File: src/rtl/multu_seq.sv
// ----------------------------------------------------------------------------
// multu_seq : sequential unsigned shift-add multiplier for the MULTU
//             instruction. One multiplier bit is consumed per clock, so a
//             product takes WIDTH clocks from the accepting edge.
//
// Ports:
//   Clk       in   1        system clock, rising edge
//   Reset     in   1        asynchronous active-low reset (0 = reset)
//   Start     in   1        sample OpA/OpB and begin a multiply (IDLE/DONE only)
//   OpA       in   WIDTH    multiplicand, unsigned
//   OpB       in   WIDTH    multiplier, unsigned
//   Busy      out  1        high while iterating
//   Done      out  1        one-cycle pulse: MultuAns holds a new product
//   MultuAns  out  2*WIDTH  registered product feeding the Hi/Lo register
// ----------------------------------------------------------------------------
module multu_seq #(
    parameter int WIDTH = 32
) (
    input  logic                 Clk,
    input  logic                 Reset,
    input  logic                 Start,
    input  logic [WIDTH-1:0]     OpA,
    input  logic [WIDTH-1:0]     OpB,
    output logic                 Busy,
    output logic                 Done,
    output logic [2*WIDTH-1:0]   MultuAns
);

    localparam int CNT_W = $clog2(WIDTH) + 1;
    localparam logic [CNT_W-1:0] LAST_CNT = CNT_W'(WIDTH - 1);

    typedef enum logic [1:0] {
        IDLE = 2'd0,
        RUN  = 2'd1,
        DONE = 2'd2
    } state_t;

    state_t               state_r;
    state_t               next_state_s;
    logic [2*WIDTH-1:0]   mcand_r;
    logic [WIDTH-1:0]     mplier_r;
    logic [2*WIDTH-1:0]   prod_r;
    logic [CNT_W-1:0]     cnt_r;
    logic [2*WIDTH-1:0]   ans_r;
    logic [2*WIDTH-1:0]   sum_s;
    logic                 load_s;

    // Outputs are decoded straight from the state register, so Start and the
    // operands never reach an output combinationally.
    assign Busy     = (state_r == RUN);
    assign Done     = (state_r == DONE);
    assign MultuAns = ans_r;

    // Post-accumulation value of the current iteration; this is also the
    // final product on the last iteration.
    assign sum_s = prod_r + (mplier_r[0] ? mcand_r : {(2*WIDTH){1'b0}});

    // State register.
    always_ff @(posedge Clk or negedge Reset) begin
        if (!Reset) begin
            state_r <= IDLE;
        end else begin
            state_r <= next_state_s;
        end
    end

    // Next-state logic and operand-load decision.
    always_comb begin
        next_state_s = state_r;
        load_s       = 1'b0;
        case (state_r)
            IDLE: begin
                if (Start) begin
                    next_state_s = RUN;
                    load_s       = 1'b1;
                end else begin
                    next_state_s = IDLE;
                end
            end
            RUN: begin
                // Start is deliberately ignored here: the in-flight op wins.
                if (cnt_r == LAST_CNT) begin
                    next_state_s = DONE;
                end else begin
                    next_state_s = RUN;
                end
            end
            DONE: begin
                // Back-to-back issue: a new op can be accepted in the Done cycle.
                if (Start) begin
                    next_state_s = RUN;
                    load_s       = 1'b1;
                end else begin
                    next_state_s = IDLE;
                end
            end
            default: begin
                next_state_s = IDLE;
                load_s       = 1'b0;
            end
        endcase
    end

    // Shift-add datapath and result register; MultuAns only moves on the
    // completion edge so the Hi/Lo register can sample it every clock.
    always_ff @(posedge Clk or negedge Reset) begin
        if (!Reset) begin
            mcand_r  <= {(2*WIDTH){1'b0}};
            mplier_r <= {WIDTH{1'b0}};
            prod_r   <= {(2*WIDTH){1'b0}};
            cnt_r    <= {CNT_W{1'b0}};
            ans_r    <= {(2*WIDTH){1'b0}};
        end else if (load_s) begin
            mcand_r  <= {{WIDTH{1'b0}}, OpA};
            mplier_r <= OpB;
            prod_r   <= {(2*WIDTH){1'b0}};
            cnt_r    <= {CNT_W{1'b0}};
        end else if (state_r == RUN) begin
            prod_r   <= sum_s;
            mcand_r  <= mcand_r << 1;
            mplier_r <= mplier_r >> 1;
            cnt_r    <= cnt_r + CNT_W'(1);
            if (cnt_r == LAST_CNT) begin
                ans_r <= sum_s;
            end
        end
    end

endmodule
File: config.mk
export PLATFORM = sky130hd
export DESIGN_NAME = multu_seq
export DESIGN_NICKNAME = d
export VERILOG_FILES = /design/src/rtl/multu_seq.sv
export SDC_FILE = /design/constraint.sdc
export NUM_CORES = 1
export LEC_CHECK = 0
export BUFFER_PORTS_ARGS = -buffer_cell sky130_fd_sc_hd__buf_4
export CAP_MARGIN = 15
export CELL_PAD_IN_SITES_DETAIL_PLACEMENT = 1
export CELL_PAD_IN_SITES_GLOBAL_PLACEMENT = 2
export CORE_AREA = 2 2 220 178
export DETAILED_ROUTE_END_ITERATION = 16
export DIE_AREA = 0 0 222 180
export PLACE_DENSITY_LB_ADDON = 0.1
export SLEW_MARGIN = 20
export SYNTH_ARGS = -nofsm -noshare
export SYNTH_HDL_FRONTEND = slang
export SYNTH_SLANG_ARGS = --single-unit
File: constraint.sdc
create_clock -name Clk -period 4.5 [get_ports Clk]
set_input_delay 0 -clock Clk [delete_from_list [all_inputs] [get_ports Clk]]
set_output_delay 0 -clock Clk [all_outputs]
set_load 0.005 [all_outputs]
**After elaboration in Yosys (flattened, before gate mapping)**

Index checks and enable logic that the tools add are counted.

- Mux-type cells: 14
- $add $sub $neg: 2
- Eq/ne operators: 3
- Reduce and logical (&&, ||, !) cells: 4
- Bitwise operators: 1

Operators with widths:

| kind | number |
|---|---|
| $mux 64 | 5 |
| $add 64x64->64 | 1 |
| $mux 32 | 2 |
| $mux 6 | 2 |
| $add 6x1->6 const B | 1 |
| $eq 6x5->1 const B | 1 |
| $pmux 2 s2 | 1 |
| $mux 1 | 3 |
| $reduce_and 3->1 | 1 |
| $eq 2x1->1 const B | 1 |
| $eq 2x2->1 const B | 1 |
| $logic_not 2->1 | 1 |
| $mux 2 | 1 |
| $reduce_bool 2->1 | 1 |
| $reduce_or 2->1 | 1 |
| $not 1->1 | 1 |

- Flip-flop bits (word level): 232

**Logic depth before layout (Yosys ltp)**

Gate-level depths: netlist (run 1).

- Word-level depth: 5
- Depth in mapped cells: 15
- Gate-level depth less buffers: 14

**Least setup slack after synthesis (run 1)**

No wires, ideal clock.

- Path type: register to register
- Start: reg mplier_r[0]
- End: reg ans_r[52] (netlist: MultuAns[52])
- Clock period less this slack: 3.212 ns
- Cell stages (with the launch flop): 15
- Setup slack: 1.288 ns
- Arrival: 3.087 ns
- Cells stage by stage: dfrtp_1 > clkbuf_1 > clkbuf_1 > nand2_1 > fa_1 > nor2b_1 > o31ai_2 > a2111oi_2 > o211ai_1 > o211ai_2 > nand4_1 > a21oi_1 > nor2_1 > xnor2_1 > mux2_2

- Word-level cells in the longest chain between the ends: 2

Ends and longest elaborated chain:

| item | line | RTL |
|---|---|---|
| from (decl) | 41 | `logic [WIDTH-1:0] mplier_r;` |
| from (signal assigned) | 109 | `mplier_r <= {WIDTH{1'b0}};` |
| from (signal assigned) | 115 | `mplier_r <= OpB;` |
| from (signal assigned) | 121 | `mplier_r <= mplier_r >> 1;` |
| $mux 64 | 56 | `assign sum_s = prod_r + (mplier_r[0] ? mcand_r : {(2*WIDTH){1'b0}});` |
| $add 64x64->64 | 56 |  |
| to (signal assigned) | 112 | `ans_r <= {(2*WIDTH){1'b0}};` |
| to (signal assigned) | 124 | `ans_r <= sum_s;` |
| to (decl) | 44 | `logic [2*WIDTH-1:0] ans_r;` |

No other way between the ends.
A chain may end at the register's enable or synchronous reset.

**Final worst setup path (run 1)**

Ends and elaborated chain as after synthesis.

==> metrics.md, run 1 <==
| Metric | Value |
|---|---|
| Post-synthesis xor/xnor area fraction | `4.16%` |
| Num rows | `64` |
| Die area | `40000 sq um` |
| Drt initial violations | `620` |
| Clock buffer depth | `3` |
| Vias | `10997` |
| Nets@finish | `1680` |
| Max cap viols | `0` |
| Largest cells by area after synthesis | `dfrtp_1, nand2_1, a22o_1` |
| Main combinational cell family by area after synthesis | `compound AO/OA/AOI/OAI gates` |
| Yosys reg bits | `232` |
| Max Fclk | `253 MHz` |
| Synth warn | `0` |
| Ant. Diodes | `0` |
| Period utilization | `88.0%` |
| Clock sink count | `232` |
| Detailed-route DRC error count | `0` |
| Count leader, synth | `nand2_1` |
| Starting density of the core | `34.5%` |
| Area leader, netlist | `dfrtp_1` |
| 1st-pass router iterations | `5` |
| Number of global-route vias before repair | `11492` |
| Synth top area share | `44.4%` |
| Simple-Gate Fraction of Synth Area | `17.6%` |
| Slowest stage cell, crit path | `a2111oi_2` |
| Adder-cell share of the synthesized area | `6.28%` |
| Antenna violations before repair | `0` |
| Area grow syn2layout | `23.6%` |
| Worst-margin pin slew | `1.03 ns` |
| Req. time, crit path | `4.95 ns` |
| CTS buffer count | `27` |
| Leak | `8.08 nW` |
| # IOs | `133` |
| Worst setup EP type | `register` |
| DR WL/cell | `19.4 um` |
| Clock slew at reported path FFs | `0.06 ns` |
| Maximum VDD drop | `0.000341 V` |
| Mapped Area | `13100 sq um` |
| Primary FF master, synth | `dfrtp_1` |
| Async SR Flop Fraction | `100%` |
| Post-synth EDFFs | `0` |
| Syn_area_per_cell | `9.42 sq um` |
| Setup Viol. Count Final | `0` |
| Fin. Hold Viols | `0` |
| Most frequent cells after synthesis | `nand2_1, dfrtp_1, a22o_1, a21oi_1, clkbuf_1` |
| Htree depth | `1` |
| Worst-path fanout max | `45` |
| Layout cells sized above 1 | `16.1%` |
| DP Wirelength | `27.8 mm` |
| Critical path, cell by cell | `buf_4, and2_1, ha_1, inv_1, fa_1, nor2b_1, o31ai_2, a2111oi_2, o211ai_1, o211ai_2, nand4_1, a21oi_1, nor2_1, xnor2_1, mux2_2` |
| CTS tree | `built` |
| Crit path kind | `reg -> reg` |
| Cell Count Post-Placement | `1948` |
| Slew Viols, Final | `0` |
| RSZ-0062 raised after global routing | `false` |
| Setup WS pre-CTS | `0.497 ns` |
| Area post-placement | `14500 sq um` |
| Total design power | `11.9 mW` |
| Fin Hold WS | `0.0762 ns` |
| Core ar. | `37900 sq um` |
| Slew Limit Headroom | `31.5%` |
| Multiplexer share of the synthesized area | `1.65%` |
| Worst Clk Skew | `0.0201 ns` |
| Post-Route WL | `40.0 mm` |
| Yosys cell types | `72` |
| # resized after CTS | `0` |
| GR Overflow Total | `0` |
| Pwr dens | `736 nW/um^2` |
| GPL Wtd Cong | `0.835` |
| Status | `finished, final reports clean` |
| Largest net degree at the start of global routing | `101` |
| Routed vias/inst | `5.33` |
| Sum Neg Setup Slack | `0 ns` |
| Die H | `180 um` |
| Final instance area | `16100 sq um` |
| Synth Instances | `1387` |
| Worst setup SP type | `register` |
| DRT antenna net count | `0` |
| Root buf cell | `clkbuf_16` |
| Synth Area in Compound Gates | `22.7%` |
| WP data arrival | `4.41 ns` |
| Syn_nets | `1519` |
| Hold crit path type | `in -> async` |
| Non-Filler Instances | `2063` |
| Max incr delay on CP | `0.57 ns` |
| Buffers on Ports | `132` |
| Total track usage | `20.1%` |
| Final Util | `42.6%` |
| Post-layout min period | `3.96 ns` |
| First-pass GRT wire length | `65.5 mm` |
| Worst-Skew Late Latency | `0.57 ns` |
| Sequential fraction of the synthesis area | `44.4%` |
| Worst setup margin | `0.542 ns` |
| Die Wd | `222 um` |
## final cells by class
cell class                      instances  area (sq um)
Clock buffer                           41           828
Fill cell                            4273         21700
Clock inverter                          8           188
Inverter                               20          77.6
Sequential cell                       232          5810
Timing Repair Buffer                  212          1760
Multi-Input combinational cell       1055          6870
Tap cell                              495           619
## state kept, by name, summed over array words and instances (netlist names)
register / cells
mcand_r: 64
cnt_r: 6
mplier_r: 32
state_r: 2
prod_r: 64
MultuAns: 64
## power by group
part,internal (mW),switching [mW],total (mW)
Clock,1.56,0.925,2.48
Combinational,2.36,3.43,5.79
Sequential,3.01,0.609,3.61
## worst paths after layout
path / from / end / slack [ns] / cells after the start
setup / recovery: mplier_r[0]$_DFFE_PN0P_ / MultuAns[52]$_DFFE_PN0P_ / 0.54 / 15
hold / removal: Reset / MultuAns[16]$_DFFE_PN0P_ / 0.08 / 2
setup reg to reg: mplier_r[0]$_DFFE_PN0P_ / MultuAns[52]$_DFFE_PN0P_ / 0.54 / 15
hold reg to reg: MultuAns[21]$_DFFE_PN0P_ / MultuAns[21]$_DFFE_PN0P_ / 0.47 / 2
max in group asynchronous: Reset / mplier_r[11]$_DFFE_PN0P_ / 3.20 / 3
min in group Clk: OpB[19] / mplier_r[19]$_DFFE_PN0P_ / 0.19 / 4
## routing by layer
metal / routed length [um] / up-vias / share of wire, % / GRT usage [%]
met4: 557 / 0 / 1.4 / 3.24
met5: 0 / - / 0 / 0
met2: 17300 / 155 / 43 / 30.5
li1: - / 5283 / - / -
met3: 1460 / 33 / 3.7 / 2.99
met1: 20700 / 5526 / 52 / 30.8
## cell families after synthesis
group | Yosys count
and+or+nand+nor | 510
muxes | 19
DFF | 232
adders and majority gates | 65
xor gates and xnor gates | 62
buffers and inverters | 100
AOI/OAI and AO/OA | 399
## cell usage in the layout (no fill, tap or decap), types with 8 or more instances in the layout
| cell | count |
|---|---|
| nand3_1 | 9 |
| a22oi_1 | 65 |
| mux2_2 | 16 |
| o21ai_0 | 34 |
| xnor2_1 | 33 |
| buf_4 | 145 |
| a21o_1 | 42 |
| dfrtp_1 | 232 |
| inv_1 | 18 |
| dlygate4sd3_1 | 66 |
| o21ai_1 | 9 |
| a21oi_1 | 70 |
| ha_1 | 64 |
| clkbuf_16 | 27 |
| nand4_1 | 27 |
| nor2_1 | 45 |
| and2_1 | 67 |
| nand2_1 | 311 |
| xor2_1 | 29 |
| o21a_1 | 8 |
| nor3_1 | 8 |
| a22o_1 | 94 |
| o21bai_1 | 15 |
| clkbuf_8 | 10 |
| nor2b_1 | 8 |
## critical path: cells and delay by family, from the launching register on
kind,cells,cell delay [ns]
AOI/OAI and AO/OA,5,1.25
and+or+nand+nor,4,0.78
adders and majority gates,2,0.55
buffers and inverters,2,0.48
DFF,1,0.35
muxes,1,0.27
xor gates and xnor gates,1,0.14
## timing repair
action                                 4_1_cts  5_1_grt
endpoints found under the hold margin      164        0
buffers inserted                             0        0
hold buffers                                66        0
Note: power is estimated with default switching activity, not from simulation.
==> inputs of run 2 (changes only) <==
--- a/config.mk
+++ b/config.mk
@@ -19 +19,2 @@
 export SYNTH_SLANG_ARGS = --single-unit
+export TNS_END_PERCENT = 5
==> constraint.sdc (replaced) <==
create_clock -name Clk -period 4.5 [get_ports Clk]
set_input_delay 0.9 -clock Clk [delete_from_list [all_inputs] [get_ports Clk]]
set_output_delay 0.9 -clock Clk [all_outputs]
set_load 0.005 [all_outputs]
==> metrics.md, run 2 (synthesis results as in run 1) <==
| Metric | Value |
|---|---|
| Postcts setup bufs | `0 (unchanged)` |
| Req. time, crit path | `4.96 ns (about the same)` |
| Ant. Diodes | `0 (unchanged)` |
| Area grow syn2layout | `18.4%` |
| Worst Clk Skew | `0.00847 ns (-0.0117 ns)` |
| Htree depth | `1 (unchanged)` |
| Die H | `180 um (unchanged)` |
| Worst-path fanout max | `29 (-36%)` |
| Hold crit path type | `in -> async` |
| Post-CTS Hold Fix Bufs | `0 (-100%)` |
| Setup Viol. Count Final | `0 (unchanged)` |
| Crit path kind | `reg -> reg` |
| Maximum VDD drop | `0.000334 V (-2.0%)` |
| Core ar. | `37900 sq um (unchanged)` |
| Worst setup EP type | `register` |
| Clock buffer depth | `3 (unchanged)` |
| Die area | `40000 sq um (unchanged)` |
| Worst setup SP type | `register` |
| Nets@finish | `1615 (-3.9%)` |
| First-pass GRT wire length | `63.9 mm (-2.3%)` |
| DR WL/cell | `19.6 um (+0.96%)` |
| Buffers on Ports | `132 (unchanged)` |
| Die Wd | `222 um (unchanged)` |
| GPL Wtd Cong | `0.833 (-0.24%)` |
| Antenna violations before repair | `0 (unchanged)` |
| Leak | `7.78 nW (-3.7%)` |
| # IOs | `133 (unchanged)` |
| Max cap viols | `0 (unchanged)` |
| WP data arrival | `4.23 ns (-0.18 ns)` |
| Post-Route WL | `39.1 mm (-2.3%)` |
| Worst reg2reg path depth | `15 (unchanged)` |
| Routed vias/inst | `5.33 (about the same)` |
| Period utilization | `83.9% (-4.0 points)` |
| Vias | `10638 (-3.3%)` |
| Clock slew at reported path FFs | `0.06 ns (about the same)` |
| Most frequent cells in the layout | `nand2_1, dfrtp_1, buf_4` |
| Total design power | `11.7 mW (-1.5%)` |
| GR Overflow Total | `0 (unchanged)` |
| Layout cells sized above 1 | `16.8% (+0.77 points)` |
| Pwr dens | `757 nW/um^2 (+2.8%)` |
| Number of global-route vias before repair | `11153 (-2.9%)` |
| R2R Setup Slk | `0.72 ns (+0.18 ns)` |
| Sum Neg Setup Slack | `0 ns (unchanged)` |
| Total track usage | `19.6% (-0.50 points)` |
| Detailed-route DRC error count | `0 (unchanged)` |
| Fin. Hold Viols | `0 (unchanged)` |
| CTS tree | `built` |
| Drt initial violations | `640 (+3.2%)` |
| Worst-margin pin slew | `0.807 ns (-0.220 ns)` |
| DP Wirelength | `27.8 mm (+0.19%)` |
| Starting density of the core | `34.5% (unchanged)` |
| # resized after CTS | `0 (unchanged)` |
| Worst-Skew Late Latency | `0.57 ns (about the same)` |
| Worst r2r src | `mplier_r[0]$_DFFE_PN0P_` |
| Post-layout min period | `3.78 ns (-0.181 ns)` |
| Largest net degree at the start of global routing | `91 (-9.9%)` |
| Status | `finished, final reports clean` |
| Most common cell after layout, fill and taps aside | `nand2_1` |
| Clock sink count | `232 (unchanged)` |
| Num rows | `64 (unchanged)` |
| RSZ-0062 raised after global routing | `false` |
| 1st-pass router iterations | `4 (-1)` |
| DRT antenna net count | `0 (unchanged)` |
| Root buf cell | `clkbuf_16` |
| Max Fclk | `265 MHz (+4.8%)` |
| CTS buffer count | `28 (+3.7%)` |
| Slew Limit Headroom | `46.2% (+15 points)` |
| Slew Viols, Final | `0 (unchanged)` |
| FF-to-FF End | `MultuAns[52]$_DFFE_PN0P_` |
## run 2: worst max path at each step
stage                                 start                  endpoint  slack [ns]  cells after the start
floorplan           mplier_r[0]$_DFFE_PN0P_  MultuAns[52]$_DFFE_PN0P_        1.29                     14
global placement    mplier_r[0]$_DFFE_PN0P_  MultuAns[52]$_DFFE_PN0P_        0.87                     15
detailed placement  mplier_r[0]$_DFFE_PN0P_  MultuAns[52]$_DFFE_PN0P_        0.75                     15
CTS                 mplier_r[0]$_DFFE_PN0P_  MultuAns[52]$_DFFE_PN0P_        0.73                     15
global route        mplier_r[0]$_DFFE_PN0P_  MultuAns[40]$_DFFE_PN0P_        0.39                     15
finish              mplier_r[0]$_DFFE_PN0P_  MultuAns[52]$_DFFE_PN0P_        0.72                     15
## run 2: routing by layer
metal  wire, um  track usage, %  vias up
li1           -               -     5143
met1      20500            29.9     5303
met2      16200            29.1      160
met3       1770            3.94       32
met4        570            3.19        0
met5          0               0        -
## run 2: power by group
group          leakage (nW)  switching [mW]  internal, mW
sequential             2.98           0.613          3.01
combinational          4.34            3.38          2.34
clock                 0.460           0.966          1.41
## run 2: final cells by class
type                            count  area [sq um]
Fill cell                        4261         22400
Multi-Input combinational cell   1055          6870
Sequential cell                   232          5810
Timing Repair Buffer              146          1150
Clock buffer                       33           739
Tap cell                          495           619
Clock inverter                     16           214
Inverter                           20          77.6
## run 2: worst max-delay path, stage by stage (launching register included)
cell and delay [ns]:
dfrtp_1 0.34, buf_4 0.26, and2_1 0.17, ha_1 0.16, inv_1 0.05, fa_1 0.39
nor2b_1 0.20, o31ai_2 0.10, a2111oi_2 0.56, o211ai_1 0.17, o211ai_2 0.16, nand4_1 0.29
a21oi_1 0.31, nor2_1 0.08, xnor2_1 0.14, mux2_2 0.28
## run 2: through the flow
stage                     cells  area, sq um  hold slack, ns  worst slack, ns  util [%]
after floorplan            1387        13100           0.446             1.29         -
after global placement     1948        14500           0.459            0.869      38.3
after detailed placement   1948        14500           0.463            0.749      38.3
after CTS                  1997        15500           0.296            0.729      40.9
after global routing       1997        15500           0.320            0.387      40.9
final                      1997        15500           0.284            0.723      40.9
==> inputs of run 3 (changes only) <==
- CORE_AREA: 2 2 220 178 -> 2 2 223 181
- DIE_AREA: 0 0 222 180 -> 0 0 225 183
- clock period: 4.5 -> 3.3 ns (I/O delays scaled with it)
==> metrics.md, run 3 (synthesis results as in run 1) <==
| Metric | Value |
|---|---|
| GR Overflow Total | `0 (unchanged)` |
| Core ar. | `39000 sq um (+2.9%)` |
| Number of global-route vias before repair | `11972 (+7.3%)` |
| Die area | `41200 sq um (+3.0%)` |
| Worst-path fanout max | `12 (-59%)` |
| Maximum VDD drop | `0.000417 V (+25%)` |
| DR WL/cell | `19.4 um (-0.69%)` |
| First-pass GRT wire length | `67.4 mm (+5.4%)` |
| Status | `complete, but fails checks` |
| Fin. Hold Viols | `0 (unchanged)` |
| Area grow syn2layout | `32.4%` |
| Cell Count Post-Placement | `2104 (+8.0%)` |
| Root buf cell | `clkbuf_16` |
| Post-Route WL | `42.0 mm (+7.5%)` |
| Leak | `8.66 nW (+11%)` |
| Setup Viol. Count Final | `10 (+10)` |
| Crit path kind | `reg -> reg` |
| Clock buffer depth | `3 (unchanged)` |
| Pwr dens | `1050 nW/um^2 (+38%)` |
| Req. time, crit path | `3.76 ns (-1.20 ns)` |
| Num rows | `65 (+1.6%)` |
| DRT antenna net count | `0 (unchanged)` |
| Routed vias/inst | `5.20 (-2.4%)` |
| Slew Limit Headroom | `47.3% (+1.2 points)` |
| Total track usage | `20.4% (+0.76 points)` |
| DP Wirelength | `30.3 mm (+8.9%)` |
| Critical path buffer and inverter count | `4 (+2)` |
| Starting density of the core | `33.5% (-0.96 points)` |
| Number of fill cells | `4368 (+2.5%)` |
| Die Wd | `225 um (+1.4%)` |
| Sum Neg Setup Slack | `-0.425 ns (-0.425 ns)` |
| Largest net degree at the start of global routing | `89 (-2.2%)` |
| Antenna violations before repair | `0 (unchanged)` |
| Clock slew at reported path FFs | `0.06 ns (about the same)` |
| Die H | `183 um (+1.7%)` |
| Worst setup EP type | `register` |
| Kind of cell adding the most delay to the critical path | `compound AO/OA/AOI/OAI gates` |
| Detailed-route DRC error count | `0 (unchanged)` |
| Drt initial violations | `576 (-10%)` |
| Ant. Diodes | `0 (unchanged)` |
| Htree depth | `1 (unchanged)` |
| Hold crit path type | `in -> async` |
| RSZ-0062 raised after global routing | `true` |
| CTS tree | `built` |
| 1st-pass router iterations | `5 (+1)` |
| Non-Filler Instances | `2162 (+8.3%)` |
| Worst Clk Skew | `0.0150 ns (+0.00649 ns)` |
| Layout cells sized above 1 | `29.0% (+12 points)` |
| Buffers on Ports | `132 (unchanged)` |
| Post-CTS Hold Fix Bufs | `0 (unchanged)` |
| Clock sink count | `232 (unchanged)` |
| Worst-Skew Late Latency | `0.57 ns (about the same)` |
| Vias | `11239 (+5.6%)` |
| Period utilization | `103% (+19 points)` |
| Worst setup SP type | `register` |
| Most frequent cells in the layout | `nand2_1, buf_4, dfrtp_1` |
| # IOs | `133 (unchanged)` |
| Slew Viols, Final | `0 (unchanged)` |
| Setup WS pre-CTS | `-0.207 ns (-0.956 ns)` |
| Worst-margin pin slew | `0.790 ns (-0.0174 ns)` |
| Max incr delay on CP | `0.52 ns (-0.04 ns)` |
| GPL Wtd Cong | `0.826 (-0.89%)` |
| WP data arrival | `3.86 ns (-0.37 ns)` |
| CTS buffer count | `28 (unchanged)` |
| Nets@finish | `1771 (+9.7%)` |
| Worst setup margin | `-0.101 ns (-0.824 ns)` |
| Max cap viols | `0 (unchanged)` |
| Slowest stage cell, crit path | `o31ai_1` |
| Fin Hold WS | `0.102 ns (-0.181 ns)` |
| Critical path, cell by cell | `buf_6, and2_1, ha_1, inv_1, o21bai_1, a21oi_1, o31ai_1, a31o_2, a21oi_1, buf_4, buf_4, a21oi_2, nor2_2, xnor2_2, mux2_2` |
| Post-layout min period | `3.40 ns (-0.376 ns)` |
| Failing checks | `setup timing` |
| Most common cell after layout, fill and taps aside | `nand2_1` |
| Max Fclk | `294 MHz (+11%)` |
run 3: repair_timing:
action,in CTS,in global routing
resized for setup,31,66
setup endpoints to repair,43,55
pin swaps,14,24
buffers inserted,5,3
run 3: cell type report:
cell class	count	area, sq um	share of cell area [%]
timing repair buffer	302	2350	13.6
tap	502	628	3.63
multi-input combinational	1055	7400	42.8
sequential	232	5810	33.6
clock buffer	35	767	4.43
inverter	20	77.6	0.448
clock inverter	16	270	1.56
run 3: per-layer routing:
metal  up-vias  share of wire (%)  routed length, um  global-route usage (%)
met4         0                2.0                834                    4.13
met2       166                 43              17900                    30.9
met1      5573                 51              21600                    30.3
met5         -                  0                  0                       0
met3        52                4.1               1720                    3.72
li1       5448                  -                  -                       -
run 3: worst paths after layout:
check / start / to / slack, ns / depth (start not counted)
hold reg to reg: MultuAns[35]$_DFFE_PN0P_ / MultuAns[35]$_DFFE_PN0P_ / 0.47 / 2
setup / recovery: mplier_r[0]$_DFFE_PN0P_ / MultuAns[52]$_DFFE_PN0P_ / -0.10 / 15
hold / removal: Reset / MultuAns[15]$_DFFE_PN0P_ / 0.10 / 1
min in group Clk: OpB[3] / mplier_r[3]$_DFFE_PN0P_ / 0.30 / 3
setup reg to reg: mplier_r[0]$_DFFE_PN0P_ / MultuAns[52]$_DFFE_PN0P_ / -0.10 / 15
max in group asynchronous: Reset / prod_r[52]$_DFFE_PN0P_ / 2.39 / 2
run 3: report_power, final:
| group | switching, mW | internal [mW] | leakage (nW) |
|---|---|---|---|
| Clock | 1.30 | 2.19 | 0.515 |
| Combinational | 5.10 | 4.54 | 5.16 |
| Sequential | 0.911 | 4.10 | 2.98 |
| Total | 7.31 | 10.8 | 8.66 |
run 3: per-stage QoR:
| stage | total power, mW | area (sq um) | utilization [%] |
|---|---|---|---|
| finish | 18.1 | 17300 | 44.4 |
| global route | 19.5 | 17300 | 44.4 |
| CTS | 17.9 | 16900 | 43.5 |
| detailed placement | 14.1 | 15700 | 40.2 |
| global placement | 13.9 | 15700 | 40.2 |
| floorplan | 10.3 | 13100 | - |
